$ cat src/rtl/aib_init_pkg.sv
// Shared types for the AIB link bring-up sequencer.
//   state_e    : sequencer FSM states
//   err_code_e : error codes reported on err_code
//   AIB_AW     : AVMM CSR address width
package aib_init_pkg;

    localparam int AIB_AW = 17;

    typedef enum logic [3:0] {
        ST_IDLE,
        ST_RST_HOLD,
        ST_CFG_WR,
        ST_CFG_GAP,
        ST_POLL_RD,
        ST_POLL_WAIT,
        ST_POLL_GAP,
        ST_LINK_EN,
        ST_WAIT_LINK,
        ST_ONLINE,
        ST_ERROR
    } state_e;

    typedef enum logic [2:0] {
        ERR_NONE      = 3'd0,
        ERR_WR_TO     = 3'd1,
        ERR_RD_TO     = 3'd2,
        ERR_POLL_TO   = 3'd3,
        ERR_LINK_TO   = 3'd4,
        ERR_LINK_LOST = 3'd5
    } err_code_e;

    // Poll read, wait and retry gap form one phase with a shared watchdog.
    function automatic logic in_poll(input state_e s);
        return (s == ST_POLL_RD) || (s == ST_POLL_WAIT) || (s == ST_POLL_GAP);
    endfunction

endpackage

$ cat src/rtl/aib_avmm_xact.sv
// Single AVMM transfer engine.
//   req_rd/req_wr  : hold high until done (never both)
//   avmm_*         : Avalon-MM master side; addr/wdata/byte_en are zero when idle
//   done           : transfer accepted this cycle (waitreq low)
//   rvld/rdata     : read data return, qualified by the caller
//   timeout        : waitreq held for TIMEOUT_CYC consecutive cycles
module aib_avmm_xact
    import aib_init_pkg::*;
#(
    parameter int AVMM_WIDTH  = 32,
    parameter int BYTE_WIDTH  = 4,
    parameter int TIMEOUT_CYC = 65535
) (
    input  logic                  clk,
    input  logic                  rst,
    input  logic                  req_rd,
    input  logic                  req_wr,
    input  logic [AIB_AW-1:0]     req_addr,
    input  logic [AVMM_WIDTH-1:0] req_wdata,
    output logic [AIB_AW-1:0]     avmm_addr,
    output logic [BYTE_WIDTH-1:0] avmm_byte_en,
    output logic                  avmm_write,
    output logic                  avmm_read,
    output logic [AVMM_WIDTH-1:0] avmm_wdata,
    input  logic                  avmm_waitreq,
    input  logic                  avmm_rdatavld,
    input  logic [AVMM_WIDTH-1:0] avmm_rdata,
    output logic                  done,
    output logic                  rvld,
    output logic [AVMM_WIDTH-1:0] rdata,
    output logic                  timeout
);

    localparam logic [15:0] TO_LIM = 16'(TIMEOUT_CYC - 1);

    logic        active;
    logic [15:0] stall_cnt;

    assign active       = req_rd | req_wr;
    assign avmm_write   = req_wr;
    assign avmm_read    = req_rd & ~req_wr;
    assign avmm_addr    = active ? req_addr : '0;
    assign avmm_wdata   = req_wr ? req_wdata : '0;
    assign avmm_byte_en = active ? '1 : '0;

    assign done    = active & ~avmm_waitreq;
    assign timeout = active & avmm_waitreq & (stall_cnt == TO_LIM);
    assign rvld    = avmm_rdatavld;
    assign rdata   = avmm_rdata;

    // Counts consecutive stalled cycles; cleared by acceptance or idle.
    always_ff @(posedge clk) begin
        if (rst || !active || !avmm_waitreq) stall_cnt <= '0;
        else                                 stall_cnt <= stall_cnt + 16'd1;
    end

endmodule

$ cat src/rtl/aib_link_init_seq.sv
// AIB link bring-up sequencer feeding the AIB-to-AXI bridge leader.
//   start / chnl_en / cfg_* / poll_* : bring-up request, sampled at start
//   o_cfg_avmm_* / i_cfg_avmm_*      : AVMM config master
//   ns_adapter_rstn / ns_mac_rdy     : per-channel controls to the PHY
//   fs_mac_rdy / m_rx_align_done     : per-channel link status
//   busy / link_up / err / err_code  : sequencer status
module aib_link_init_seq
    import aib_init_pkg::*;
#(
    parameter int NBR_CHNLS    = 24,
    parameter int AVMM_WIDTH   = 32,
    parameter int BYTE_WIDTH   = 4,
    parameter int NUM_CFG      = 8,
    parameter int RST_HOLD_CYC = 64,
    parameter int TIMEOUT_CYC  = 65535
) (
    input  logic                             avmm_clk,
    input  logic                             avmm_rst,
    input  logic                             start,
    input  logic [NBR_CHNLS-1:0]             chnl_en,
    input  logic [$clog2(NUM_CFG+1)-1:0]     cfg_cnt,
    input  logic [AIB_AW*NUM_CFG-1:0]        cfg_addr_tbl,
    input  logic [AVMM_WIDTH*NUM_CFG-1:0]    cfg_data_tbl,
    input  logic [AIB_AW-1:0]                poll_addr,
    input  logic [AVMM_WIDTH-1:0]            poll_mask,
    input  logic [AVMM_WIDTH-1:0]            poll_value,
    output logic [AIB_AW-1:0]                o_cfg_avmm_addr,
    output logic [BYTE_WIDTH-1:0]            o_cfg_avmm_byte_en,
    output logic                             o_cfg_avmm_write,
    output logic                             o_cfg_avmm_read,
    output logic [AVMM_WIDTH-1:0]            o_cfg_avmm_wdata,
    input  logic                             i_cfg_avmm_waitreq,
    input  logic                             i_cfg_avmm_rdatavld,
    input  logic [AVMM_WIDTH-1:0]            i_cfg_avmm_rdata,
    output logic [NBR_CHNLS-1:0]             ns_adapter_rstn,
    output logic [NBR_CHNLS-1:0]             ns_mac_rdy,
    input  logic [NBR_CHNLS-1:0]             fs_mac_rdy,
    input  logic [NBR_CHNLS-1:0]             m_rx_align_done,
    output logic                             busy,
    output logic                             link_up,
    output logic                             err,
    output logic [2:0]                       err_code
);

    localparam int          CW        = $clog2(NUM_CFG + 1);
    localparam int          SW        = (NUM_CFG > 1) ? $clog2(NUM_CFG) : 1;
    localparam logic [15:0] TO_LIM    = 16'(TIMEOUT_CYC - 1);
    localparam logic [15:0] HOLD_LIM  = 16'(RST_HOLD_CYC - 1);
    localparam logic [CW-1:0] CFG_MAX = CW'(NUM_CFG);

    state_e    state_q, state_d;
    err_code_e code_q, code_d;
    logic      err_q;
    logic [CW-1:0] idx_q, cnt_q;
    logic [SW-1:0] idx_s;
    logic [15:0]   wdog_q;

    logic [NBR_CHNLS-1:0]                   en_q;
    logic [NUM_CFG-1:0][AIB_AW-1:0]         addr_q;
    logic [NUM_CFG-1:0][AVMM_WIDTH-1:0]     data_q;
    logic [AIB_AW-1:0]                      paddr_q;
    logic [AVMM_WIDTH-1:0]                  pmask_q, pval_q;

    logic x_rd, x_wr, x_done, x_rvld, x_to;
    logic [AVMM_WIDTH-1:0] x_rdata;
    logic start_ok, link_ok, poll_hit, wdog_clr, wdog_run;

    assign idx_s    = idx_q[SW-1:0];
    assign x_wr     = (state_q == ST_CFG_WR);
    assign x_rd     = (state_q == ST_POLL_RD);
    assign start_ok = start && ((state_q == ST_IDLE) || (state_q == ST_ERROR));
    assign link_ok  = ((fs_mac_rdy & m_rx_align_done & en_q) == en_q);
    assign poll_hit = ((x_rdata & pmask_q) == pval_q);

    aib_avmm_xact #(
        .AVMM_WIDTH (AVMM_WIDTH),
        .BYTE_WIDTH (BYTE_WIDTH),
        .TIMEOUT_CYC(TIMEOUT_CYC)
    ) u_xact (
        .clk          (avmm_clk),
        .rst          (avmm_rst),
        .req_rd       (x_rd),
        .req_wr       (x_wr),
        .req_addr     (x_wr ? addr_q[idx_s] : paddr_q),
        .req_wdata    (data_q[idx_s]),
        .avmm_addr    (o_cfg_avmm_addr),
        .avmm_byte_en (o_cfg_avmm_byte_en),
        .avmm_write   (o_cfg_avmm_write),
        .avmm_read    (o_cfg_avmm_read),
        .avmm_wdata   (o_cfg_avmm_wdata),
        .avmm_waitreq (i_cfg_avmm_waitreq),
        .avmm_rdatavld(i_cfg_avmm_rdatavld),
        .avmm_rdata   (i_cfg_avmm_rdata),
        .done         (x_done),
        .rvld         (x_rvld),
        .rdata        (x_rdata),
        .timeout      (x_to)
    );

    always_comb begin
        state_d = state_q;
        code_d  = ERR_NONE;
        case (state_q)
            ST_IDLE, ST_ERROR: if (start) state_d = ST_RST_HOLD;
            ST_RST_HOLD:
                if (wdog_q == HOLD_LIM) state_d = (cnt_q == '0) ? ST_POLL_RD : ST_CFG_WR;
            ST_CFG_WR:
                if (x_to) begin
                    state_d = ST_ERROR; code_d = ERR_WR_TO;
                end else if (x_done) begin
                    state_d = (idx_q == cnt_q - CW'(1)) ? ST_POLL_RD : ST_CFG_GAP;
                end
            ST_CFG_GAP: state_d = ST_CFG_WR;
            ST_POLL_RD:
                if (x_to) begin
                    state_d = ST_ERROR; code_d = ERR_RD_TO;
                end else if (wdog_q == TO_LIM) begin
                    state_d = ST_ERROR; code_d = ERR_POLL_TO;
                end else if (x_done) begin
                    state_d = ST_POLL_WAIT;
                end
            ST_POLL_WAIT:
                if (x_rvld) begin
                    state_d = poll_hit ? ST_LINK_EN : ST_POLL_GAP;
                end else if (wdog_q == TO_LIM) begin
                    state_d = ST_ERROR; code_d = ERR_POLL_TO;
                end
            ST_POLL_GAP:
                if (wdog_q == TO_LIM) begin
                    state_d = ST_ERROR; code_d = ERR_POLL_TO;
                end else begin
                    state_d = ST_POLL_RD;
                end
            ST_LINK_EN: state_d = ST_WAIT_LINK;
            ST_WAIT_LINK:
                if (link_ok) begin
                    state_d = ST_ONLINE;
                end else if (wdog_q == TO_LIM) begin
                    state_d = ST_ERROR; code_d = ERR_LINK_TO;
                end
            ST_ONLINE:
                if (!link_ok) begin
                    state_d = ST_ERROR; code_d = ERR_LINK_LOST;
                end
            default: state_d = ST_IDLE;
        endcase
    end

    // The poll watchdog spans all retries, so moving between poll states
    // does not clear it; write/read stalls are timed inside the xact engine.
    assign wdog_clr = (state_d != state_q) && !(in_poll(state_d) && in_poll(state_q));
    assign wdog_run = (state_q == ST_RST_HOLD) || in_poll(state_q) || (state_q == ST_WAIT_LINK);

    always_ff @(posedge avmm_clk) begin
        if (avmm_rst) begin
            state_q <= ST_IDLE;
            wdog_q  <= '0;
            idx_q   <= '0;
            cnt_q   <= '0;
            en_q    <= '0;
            err_q   <= 1'b0;
            code_q  <= ERR_NONE;
        end else begin
            state_q <= state_d;
            if (wdog_clr)      wdog_q <= '0;
            else if (wdog_run) wdog_q <= wdog_q + 16'd1;

            if (start_ok)                 idx_q <= '0;
            else if (x_wr && x_done)      idx_q <= idx_q + CW'(1);

            if (start_ok) begin
                cnt_q  <= (cfg_cnt > CFG_MAX) ? CFG_MAX : cfg_cnt;
                en_q   <= chnl_en;
                err_q  <= 1'b0;
                code_q <= ERR_NONE;
            end else if (state_d == ST_ERROR && state_q != ST_ERROR) begin
                err_q  <= 1'b1;
                code_q <= code_d;
            end
        end
    end

    // Table and poll compare values only matter after start; no reset needed.
    always_ff @(posedge avmm_clk) begin
        if (start_ok) begin
            addr_q  <= cfg_addr_tbl;
            data_q  <= cfg_data_tbl;
            paddr_q <= poll_addr;
            pmask_q <= poll_mask;
            pval_q  <= poll_value;
        end
    end

    always_comb begin
        ns_adapter_rstn = '0;
        ns_mac_rdy      = '0;
        case (state_q)
            ST_LINK_EN:              ns_adapter_rstn = en_q;
            ST_WAIT_LINK, ST_ONLINE: begin
                ns_adapter_rstn = en_q;
                ns_mac_rdy      = en_q;
            end
            default: ;
        endcase
    end

    assign busy     = !((state_q == ST_IDLE) || (state_q == ST_ONLINE) || (state_q == ST_ERROR));
    assign link_up  = (state_q == ST_ONLINE);
    assign err      = err_q;
    assign err_code = code_q;

endmodule

$ cat config.mk
export PLATFORM = sky130hd
export DESIGN_NAME = aib_link_init_seq
export DESIGN_NICKNAME = d
export VERILOG_FILES = /design/src/rtl/aib_init_pkg.sv /design/src/rtl/aib_avmm_xact.sv /design/src/rtl/aib_link_init_seq.sv
export SDC_FILE = /design/constraint.sdc
export NUM_CORES = 1
export LEC_CHECK = 0
export CAP_MARGIN = 0
export CORE_AREA = 2 2 270 272
export DETAILED_ROUTE_END_ITERATION = 8
export DIE_AREA = 0 0 272 274
export MAX_ROUTING_LAYER = met4
export SETUP_SLACK_MARGIN = 0.5
export SYNTH_ARGS = -nofsm -noshare
export SYNTH_HDL_FRONTEND = slang
export SYNTH_SLANG_ARGS = --single-unit
$ cat constraint.sdc
create_clock -name avmm_clk -period 23 [get_ports avmm_clk]
set_clock_uncertainty 0.05 [all_clocks]
set_input_delay 4.6 -clock avmm_clk [delete_from_list [all_inputs] [get_ports avmm_clk]]
set_output_delay 4.6 -clock avmm_clk [all_outputs]
set_load 0.1 [all_outputs]
==> results of run 1 <==
[logic make-up after synthesis]
kind of cell               Yosys count  synth area share [%]
AOI/OAI and AO/OA                  120                  3.64
xor gates and xnor gates            76                  3.05
adders and majority gates            7                 0.396
buffers and inverters               79                  1.60
DFF                                545                  70.8
muxes                              149                  12.3
and+or+nand+nor                    372                  8.21
[cell usage in the layout, fill, tap and decap left out, types with 10 or more instances in the layout]
cell / instances
mux2i_1: 50
xor2_1: 58
mux4_2: 98
nor2_1: 84
o21ai_0: 27
and2_1: 58
a21oi_1: 33
inv_1: 10
edfxtp_1: 473
and3_1: 10
xnor2_1: 17
diode_2: 20
clkinv_1: 19
dfxtp_1: 69
nand3_1: 18
nand2_1: 134
nand4_1: 24
clkdlybuf4s50_1: 693
buf_4: 13
a21boi_0: 12
clkbuf_16: 58
[worst max-delay path, stage by stage, from the launching register on]
cell	delay, ps
dfxtp_4	760
buf_4	790
mux4_2	380
mux2i_1	90
o21ai_0	250
clkdlybuf4s50_1	1170
[synthesized netlist by cell type, types with 4 or more instances]
| cell | number |
|---|---|
| edfxtp_1 | 473 |
| a22oi_1 | 4 |
| inv_1 | 11 |
| a21boi_0 | 12 |
| buf_4 | 8 |
| o21ai_0 | 27 |
| clkbuf_1 | 37 |
| nor4_1 | 8 |
| a21oi_1 | 33 |
| xnor2_1 | 17 |
| ha_1 | 7 |
| dfxtp_1 | 72 |
| a32o_1 | 8 |
| a2111oi_0 | 4 |
| and2_1 | 58 |
| o22ai_1 | 4 |
| nor3b_1 | 4 |
| mux2i_1 | 50 |
| and3_1 | 10 |
| nand2_1 | 134 |
| xor2_1 | 58 |
| nand3b_1 | 5 |
| nand4_1 | 24 |
| buf_2 | 4 |
| nor2_1 | 84 |
| a22o_1 | 4 |
| buf_1 | 15 |
| nor3_1 | 8 |
| nand3_1 | 18 |
| nand2b_1 | 6 |
| o2bb2ai_1 | 6 |
| mux4_2 | 98 |
[worst max-delay path by stage]
stage | endpoint | slack (ps) | cells past startpoint
6_report | o_cfg_avmm_addr[13] | 14160 | 5
5_1_grt | o_cfg_avmm_wdata[25] | 13930 | 5
3_5_place_dp | o_cfg_avmm_wdata[25] | 14580 | 5
2_1_floorplan | addr_q[0]$_DFFE_PP_ | 4170 | 3
4_1_cts | o_cfg_avmm_wdata[25] | 13890 | 5
3_3_place_gp | o_cfg_avmm_wdata[25] | 14590 | 5
[final cells by class]
| cell class | count | area (um2) | share of cell area (%) |
|---|---|---|---|
| Sequential cell | 545 | 15700 | 48.9 |
| Timing Repair Buffer | 708 | 7060 | 22.1 |
| Tap cell | 959 | 1200 | 3.75 |
| Clock inverter | 42 | 383 | 1.20 |
| Inverter | 12 | 52.6 | 0.164 |
| Clock buffer | 66 | 1480 | 4.63 |
| Multi-Input combinational cell | 724 | 6100 | 19.1 |
| Antenna cell | 20 | 50.0 | 0.156 |
[state kept, by name (all words and copies together) (netlist names)]
name,count
addr_q,136
err,1
pmask_q,32
idx_q,4
paddr_q,17
data_q,256
wdog_q,16
en_q,24
cnt_q,4
pval_q,32
state_q,4
u_xact.stall_cnt,16
err_code,3
[through the flow]
step | hold WS, ps | util (%) | area [um2]
finish | 418 | 44.4 | 32000
global route | 427 | 44.4 | 32000
CTS | 415 | 44.4 | 31900
detailed placement | 408 | 41.8 | 30100
global placement | 406 | 41.8 | 30100
floorplan | 387 | - | 22100
[power by group]
group	switching, uW	internal, uW	leakage (uW)
Combinational	67.6	113	0.00453
Clock	394	529	0.000896
Sequential	20.4	1140	0.00511
Total	482	1790	0.0105
[per-layer routing]
layer	global-route usage [%]	wire, um	vias to the layer above
met3	5.06	5190	89
met4	5.08	1590	0
met2	31.5	35100	541
met1	19.4	24200	6981
li1	-	-	6611
met5	-	0	-
==> impl_metrics.yaml, run 1 <==
floorplan:
  dieWidth_um: 272
  core-area_um2: 72000
  die-height_um: 274
  rows: 99
  initial_utilization_pct: 30.7
  dieArea_um2: 74500
  ios: 695
yosys:
  synthTopCellsByArea: "edfxtp_1, mux4_2, dfxtp_1"
  syn-num-nets: 1941
  synth_edf_count: 473
  yosys_warnings: 0
  netlist_area_um2: 22100
  yosysTopAreaCell: "edfxtp_1"
  syn-instance-count: 1348
  synth_top_cell_area_share_pct: 64.3
  synth.avg_cell_area_um2: 16.4
  synth_flop_cell: "edfxtp_1"
  async_flop_share_pct: 0
  synth_cell_types: 59
  yosys_register_bits: 545
  synth_seq_area_share_pct: 70.8
place:
  gp_congestion: 0.926
  port_buffers: 694
  numPlacedInstances: 2948
  dp_hpwl_mm: 48.3
  place_ws_ps: 14580
cts:
  clock-sinks: 545
  ctsHoldBuffers: 0
  clkLatencyLatePin_ps: 610
  postCtsSetupRepairBufs: 0
  cts_made_buffers: 58
  htree_levels: 2
  ctsResizeCount: 0
  cts_root_buf: "clkbuf_16"
  ctsLongestPathBuffers: 3
  cts_tree: "done"
  clk_pin_slew_ps: 60
timing:
  clock.fmax_ghz: 0.113
  worst_pin_slew_ps: 1140
  setup_viol: 0
  setup_tns_ps: 0
  hold_viol_final: 0
  rsz0062_at_grt: "false"
  fin_crit_ps: 8840
  setup_slack_ps: 14160
  finalMaxSlewViolations: 0
  post-route-period-util_pct: 38.4
  max-slew-margin-rel_pct: 24.2
drt:
  initialDrtViolationCount: 823
  viasPerCell: 4.62
  antenna_left: 0
  wire_per_inst_um: 21.5
  dr.pass1.iters: 5
  drcViolationCount: 0
  dr_total_vias: 14200
  routed_wl_mm: 66.1
worst_setup_path:
  crit_path_start: "idx_q[1]$_SDFFE_PP0P_"
  cp-end-kind: "primary output"
  cp_max_fo: 61
  rr_endpoint: "wdog_q[13]$_SDFFE_PP0P_"
  crit_required_ps: 18350
  rr_worst_depth: 8
  worstSetupStartpointType: "register"
  reg2reg_slack_ps: 19120
  worstPathArrival_ps: 4190
  path_class: "reg -> out"
  reg2reg_from: "idx_q[1]$_SDFFE_PP0P_"
global_routing:
  first_global_vias: 15100
  grt_use_total_pct: 17.8
  grt_max_degree: 173
  antenna_found_initial: 19
  grt_pass1_wl_mm: 95.4
  overflow: 0
hold_path:
  holdPathEnd: "err_code[1]$_SDFFE_PP0P_"
  hold_depth: 2
  hp-start: "err_code[1]$_SDFFE_PP0P_"
  hold_path_class: "reg -> reg"
pwr:
  totalPowerFinal_uw: 2270
  worst_ir_drop_vdd_v: 0.0000539
  power.leakage_uw: 0.0105
  p_per_area_nw_per_um2: 70.9
job:
  drv_cap: 0
finish:
  layout.nets: 2642
  fillers: 6359
  layout.cells.non_filler: 3076
  area_growth_pct: 44.7
  final_layout_size_suffix_gt1_share_pct: 10.2
run_status:
  status: "complete, no violations"
Power figures use the tool's default switching activity.
==> run 2, diff against run 1 <==
clock period = 8.8 ns   (was 23 ns; I/O delays follow)
==> run 2 against run 1 <==
Routed wire length rose by 0.69%. Via count rose by 0.67%. Power rose to 2.7 times the previous value. Flip-flop and latch count did not move. Register-to-register slack got worse by 14000 ps. Sequential power rose to 2.6 times the previous value. Critical endpoint is now o_cfg_avmm_addr[8].
==> impl_metrics.yaml, run 2 (same netlist as run 1, synthesis figures left out) <==
run_status:
  status: "complete, no violations"
cts:
  clock-sinks: 545
  cts_made_buffers: 59
  htree_levels: 2
  ctsLongestPathBuffers: 3
  clkLatencyLatePin_ps: 620
  cts_tree: "done"
  ctsResizeCount: 0
  ctsHoldBuffers: 0
  clk_pin_slew_ps: 60
  postCtsSetupRepairBufs: 0
  cts_root_buf: "clkbuf_16"
floorplan:
  rows: 99
  die-height_um: 274
  dieArea_um2: 74500
  dieWidth_um: 272
  core-area_um2: 72000
  ios: 695
  initial_utilization_pct: 30.7
finish:
  area_growth_pct: 45.4
  regMostFlops: "data_q"
  final_layout_size_suffix_gt1_share_pct: 10.6
  final_common_cell: "clkdlybuf4s50_1"
  largest_reg_flops: 256
  design_area_um2: 32100
  layout.nets: 2642
  layout.cells.non_filler: 3081
  mostFrequentLayoutCells: "clkdlybuf4s50_1, edfxtp_1, nand2_1"
  reg_top3: "data_q: 256 flops, addr_q: 136 flops"
worst_setup_path:
  cp_max_fo: 37
  crit_required_ps: 6990
  path_cells: "buf_4, mux4_2, mux2i_1, o21ai_0, clkdlybuf4s50_1"
  cp_slowest_cell: "clkdlybuf4s50_1"
  path_class: "reg -> out"
  cp-end-kind: "primary output"
  worstSetupStartpointType: "register"
  slowest_delay_ps: 1010
  worstPathArrival_ps: 4050
job:
  drv_cap: 0
place:
  numPlacedInstances: 2947
  placed_area_um2: 30100
  gp_congestion: 0.914
  dp_hpwl_mm: 48.6
  place_ws_ps: 3410
  port_buffers: 694
pwr:
  power.leakage_uw: 0.0106
  p_per_area_nw_per_um2: 189
  worst_ir_drop_vdd_v: 0.000151
  p_switching_uw: 1280
  p_int_uw: 4810
  p_comb_share_pct: 7.7
  clockPowerShare_pct: 42.2
  totalPowerFinal_uw: 6090
  switching_share_pct: 21.0
  pwr-share-seq_pct: 50.1
timing:
  worst_pin_slew_ps: 1130
  finalMaxSlewViolations: 0
  max-slew-margin-rel_pct: 22.6
  clock.fmax_ghz: 0.171
  setup_viol: 0
  setup_slack_ps: 2940
  rsz0062_at_grt: "false"
  hold_viol_final: 0
  fin_crit_ps: 5860
  post-route-period-util_pct: 66.6
  setup_tns_ps: 0
global_routing:
  grt_use_total_pct: 17.7
  grt_max_degree: 197
  grt_pass1_wl_mm: 94.6
  overflow: 0
  antenna_found_initial: 23
  first_global_vias: 15100
drt:
  dr_total_vias: 14300
  drcViolationCount: 0
  routed_wl_mm: 66.6
  antenna_left: 0
  initialDrtViolationCount: 757
  viasPerCell: 4.65
  wire_per_inst_um: 21.6
  dr.pass1.iters: 5
hold_path:
  hold_path_class: "reg -> reg"
==> run 2: cell count changes in the layout (fill, tap and decap cells not counted), sizes merged <==
cell      before  now
clkbuf        66   69
clkinvlp       5    3
inv           14   13
bufinv         6   10
clkinv        29   27
diode         20   24
buf           15   14
==> run 2: routing by layer <==
metal  GRT usage, %  vias up  part of all wire, %
li1               -     6611                    -
met1           18.8     7051                   36
met2           31.6      552                   54
met3           5.01      103                  7.7
met4           6.06        0                  2.7
met5              -        -                    0
==> run 2: worst max-delay path: cells and delay by family (launching register included) <==
kind	cells	cell delay [ps]
buffers and inverters	2	1700
AO/OA/AOI/OAI	1	100
flip-flops	1	820
multiplexers	2	760
==> run 2: layout make-up <==
cell class	instances	area (um2)
inverters	12	52.6
repair buffers	707	7060
clock inverters	41	492
fillers	6308	39800
clock buffers	69	1510
flip-flops and latches	545	15700
diodes	24	60.1
well taps	959	1200
multi-input cells	724	6100
==> run 2: power groups by stage <==
stage	clock [uW]	sequential, uW	combinational (uW)
6_report	2570	3050	471
5_1_grt	2730	3060	506
4_1_cts	2640	3050	477
3_5_place_dp	0	3100	475
3_3_place_gp	0	3100	467
2_1_floorplan	0	3090	160
==> run 2: through the flow <==
| step | util, % | hold slack, ps |
|---|---|---|
| finish | 44.7 | 418 |
| global route | 44.7 | 436 |
| CTS | 44.6 | 413 |
| detailed placement | 41.8 | 405 |
| global placement | 41.8 | 403 |
| floorplan | - | 387 |
==> run 2: path summary, 6_finish.rpt <==
path	to	slack, ps	from	cells past startpoint
setup reg to reg	wdog_q[13]$_SDFFE_PP0P_	5080	state_q[0]$_SDFF_PP0_	8
setup / recovery	o_cfg_avmm_addr[8]	2940	idx_q[0]$_SDFFE_PP0P_	5
hold reg to reg	err$_SDFFE_PP0P_	420	err$_SDFFE_PP0P_	1
hold / removal	err$_SDFFE_PP0P_	420	err$_SDFFE_PP0P_	1
==> run 3, diff against run 2 <==
clock period = 5.75 ns   (was 8.8 ns; I/O delays follow)
==> run 3 against run 2 <==
Flip-flop and latch count did not move. Critical path depth grew 2. Final cell count did not move. Die area unchanged. Hold slack better by 11 ps. Final area hardly changed. Non-clock buffer count rose by 16. Critical endpoint is now ns_adapter_rstn[23].
==> impl_metrics.yaml, run 3 (same netlist as run 1, synthesis figures left out) <==
place:
  gp_congestion: 0.918
  port_buffers: 694
  placed_area_um2: 30200
  dp_hpwl_mm: 49.4
floorplan:
  die-height_um: 274
  initial_utilization_pct: 30.7
  dieWidth_um: 272
  ios: 695
  rows: 99
  dieArea_um2: 74500
  core-area_um2: 72000
timing:
  fin_crit_ps: 4730
  max-slew-margin-rel_pct: 21.6
  post-route-period-util_pct: 82.3
  worst_pin_slew_ps: 1170
  setup_tns_ps: 0
  setup_viol: 0
  hold_viol_final: 0
  clock.fmax_ghz: 0.211
  rsz0062_at_grt: "false"
  finalMaxSlewViolations: 0
global_routing:
  overflow: 0
  grt_use_total_pct: 17.8
  antenna_found_initial: 9
  grt_pass1_wl_mm: 95.4
  first_global_vias: 15000
  grt_max_degree: 114
worst_setup_path:
  path_buf_inv: 3
  slowest_delay_ps: 740
  cp_slowest_cell: "dlymetal6s2s_1"
  rr_endpoint: "wdog_q[4]$_SDFFE_PP0P_"
  critPathTopFamily: "buffers and inverters"
  cp-end-kind: "primary output"
  reg2reg_slack_ps: 2030
  crit_required_ps: 4550
  worstPathArrival_ps: 3530
  rr_worst_depth: 8
  path_cells: "nand2b_1, nor2_1, buf_4, inv_1, o21ai_1, and2_1, dlymetal6s2s_1"
  reg2reg_from: "state_q[0]$_SDFF_PP0_"
  worstSetupStartpointType: "register"
  cp_max_fo: 27
  path_class: "reg -> out"
finish:
  design_area_um2: 32100
  area_growth_pct: 45.4
  layout.nets: 2658
  regMostFlops: "data_q"
  seq_area_um2: 15700
  final_common_cell: "clkdlybuf4s50_1"
  multiInputGateArea_um2: 6100
  largest_reg_flops: 256
  reg_top3: "data_q: 256 flops, addr_q: 136 flops"
  final_layout_size_suffix_gt1_share_pct: 12.4
  fillers: 6323
  mostFrequentLayoutCells: "clkdlybuf4s50_1, edfxtp_1, nand2_1"
hold_path:
  hold_path_class: "reg -> reg"
  hold_depth: 1
  holdPathEnd: "u_xact.stall_cnt[0]$_SDFF_PP0_"
  hp-start: "u_xact.stall_cnt[0]$_SDFF_PP0_"
cts:
  cts_tree: "done"
  ctsLongestPathBuffers: 3
  htree_levels: 2
  cts_root_buf: "clkbuf_16"
  ctsHoldBuffers: 0
  clk_pin_slew_ps: 60
  clock-sinks: 545
  cts_made_buffers: 59
  clkLatencyLatePin_ps: 620
drt:
  viasPerCell: 4.59
  dr.pass1.iters: 4
  routed_wl_mm: 66.4
  dr_total_vias: 14100
  antenna_left: 0
  wire_per_inst_um: 21.6
  initialDrtViolationCount: 783
  drcViolationCount: 0
pwr:
  p_comb_share_pct: 8.0
  p_switching_uw: 1930
  worst_ir_drop_vdd_v: 0.000190
  p_int_uw: 7200
  totalPowerFinal_uw: 9130
  pwr-share-seq_pct: 51.0
  switching_share_pct: 21.1
  power.leakage_uw: 0.0110
  clockPowerShare_pct: 41.0
  p_per_area_nw_per_um2: 284
run_status:
  status: "complete, no violations"
job:
  drv_cap: 0
-- run 3: worst max-delay path by stage --
stage,startpoint,endpoint,slack [ps],depth (start not counted)
5_1_grt,state_q[3]$_SDFF_PP0_,ns_adapter_rstn[10],730,7
2_1_floorplan,idx_q[0]$_SDFFE_PP0P_,o_cfg_avmm_addr[0],880,5
4_1_cts,state_q[3]$_SDFF_PP0_,ns_adapter_rstn[0],550,7
6_report,state_q[3]$_SDFF_PP0_,ns_adapter_rstn[23],1020,7
3_3_place_gp,fs_mac_rdy[10],wdog_q[15]$_SDFFE_PP0P_,1230,9
3_5_place_dp,state_q[3]$_SDFF_PP0_,ns_adapter_rstn[0],1240,7
-- run 3: final cells by class --
cell class / count / share of cell area, %
Antenna cell: 9 / 0.0701
Multi-Input combinational cell: 724 / 19.0
Timing Repair Buffer: 723 / 22.4
Inverter: 12 / 0.164
Clock inverter: 37 / 1.12
Clock buffer: 72 / 4.78
Sequential cell: 545 / 48.7
Tap cell: 959 / 3.73
-- run 3: repair_timing --
item	in CTS	in global routing
endpoints found under the setup margin	0	15
endpoints found under the hold margin	0	0
resized for setup	0	15
buffers inserted	0	0
-- run 3: power groups by stage --
stage	clock network (uW)	registers, uW	logic (uW)
after CTS	3860	4660	743
after floorplan	0	4720	245
after detailed placement	0	4740	740
after global placement	0	4730	728
final	3740	4650	733
after global routing	3990	4670	791
-- run 3: per-stage QoR --
stage	hold WS (ps)	utilization (%)	std cells	worst slack (ps)
CTS	428	44.6	3072	548
global placement	405	41.9	2963	1230
global route	447	44.6	3080	733
finish	429	44.6	3081	1020
floorplan	387	-	1348	882
detailed placement	414	41.9	2963	1240
-- run 3: routing by layer --
layer | GRT usage (%) | share of wire [%]
met4 | 4.92 | 2.1
met3 | 4.90 | 7.6
met2 | 32.3 | 54
met1 | 19.0 | 36
met5 | - | 0
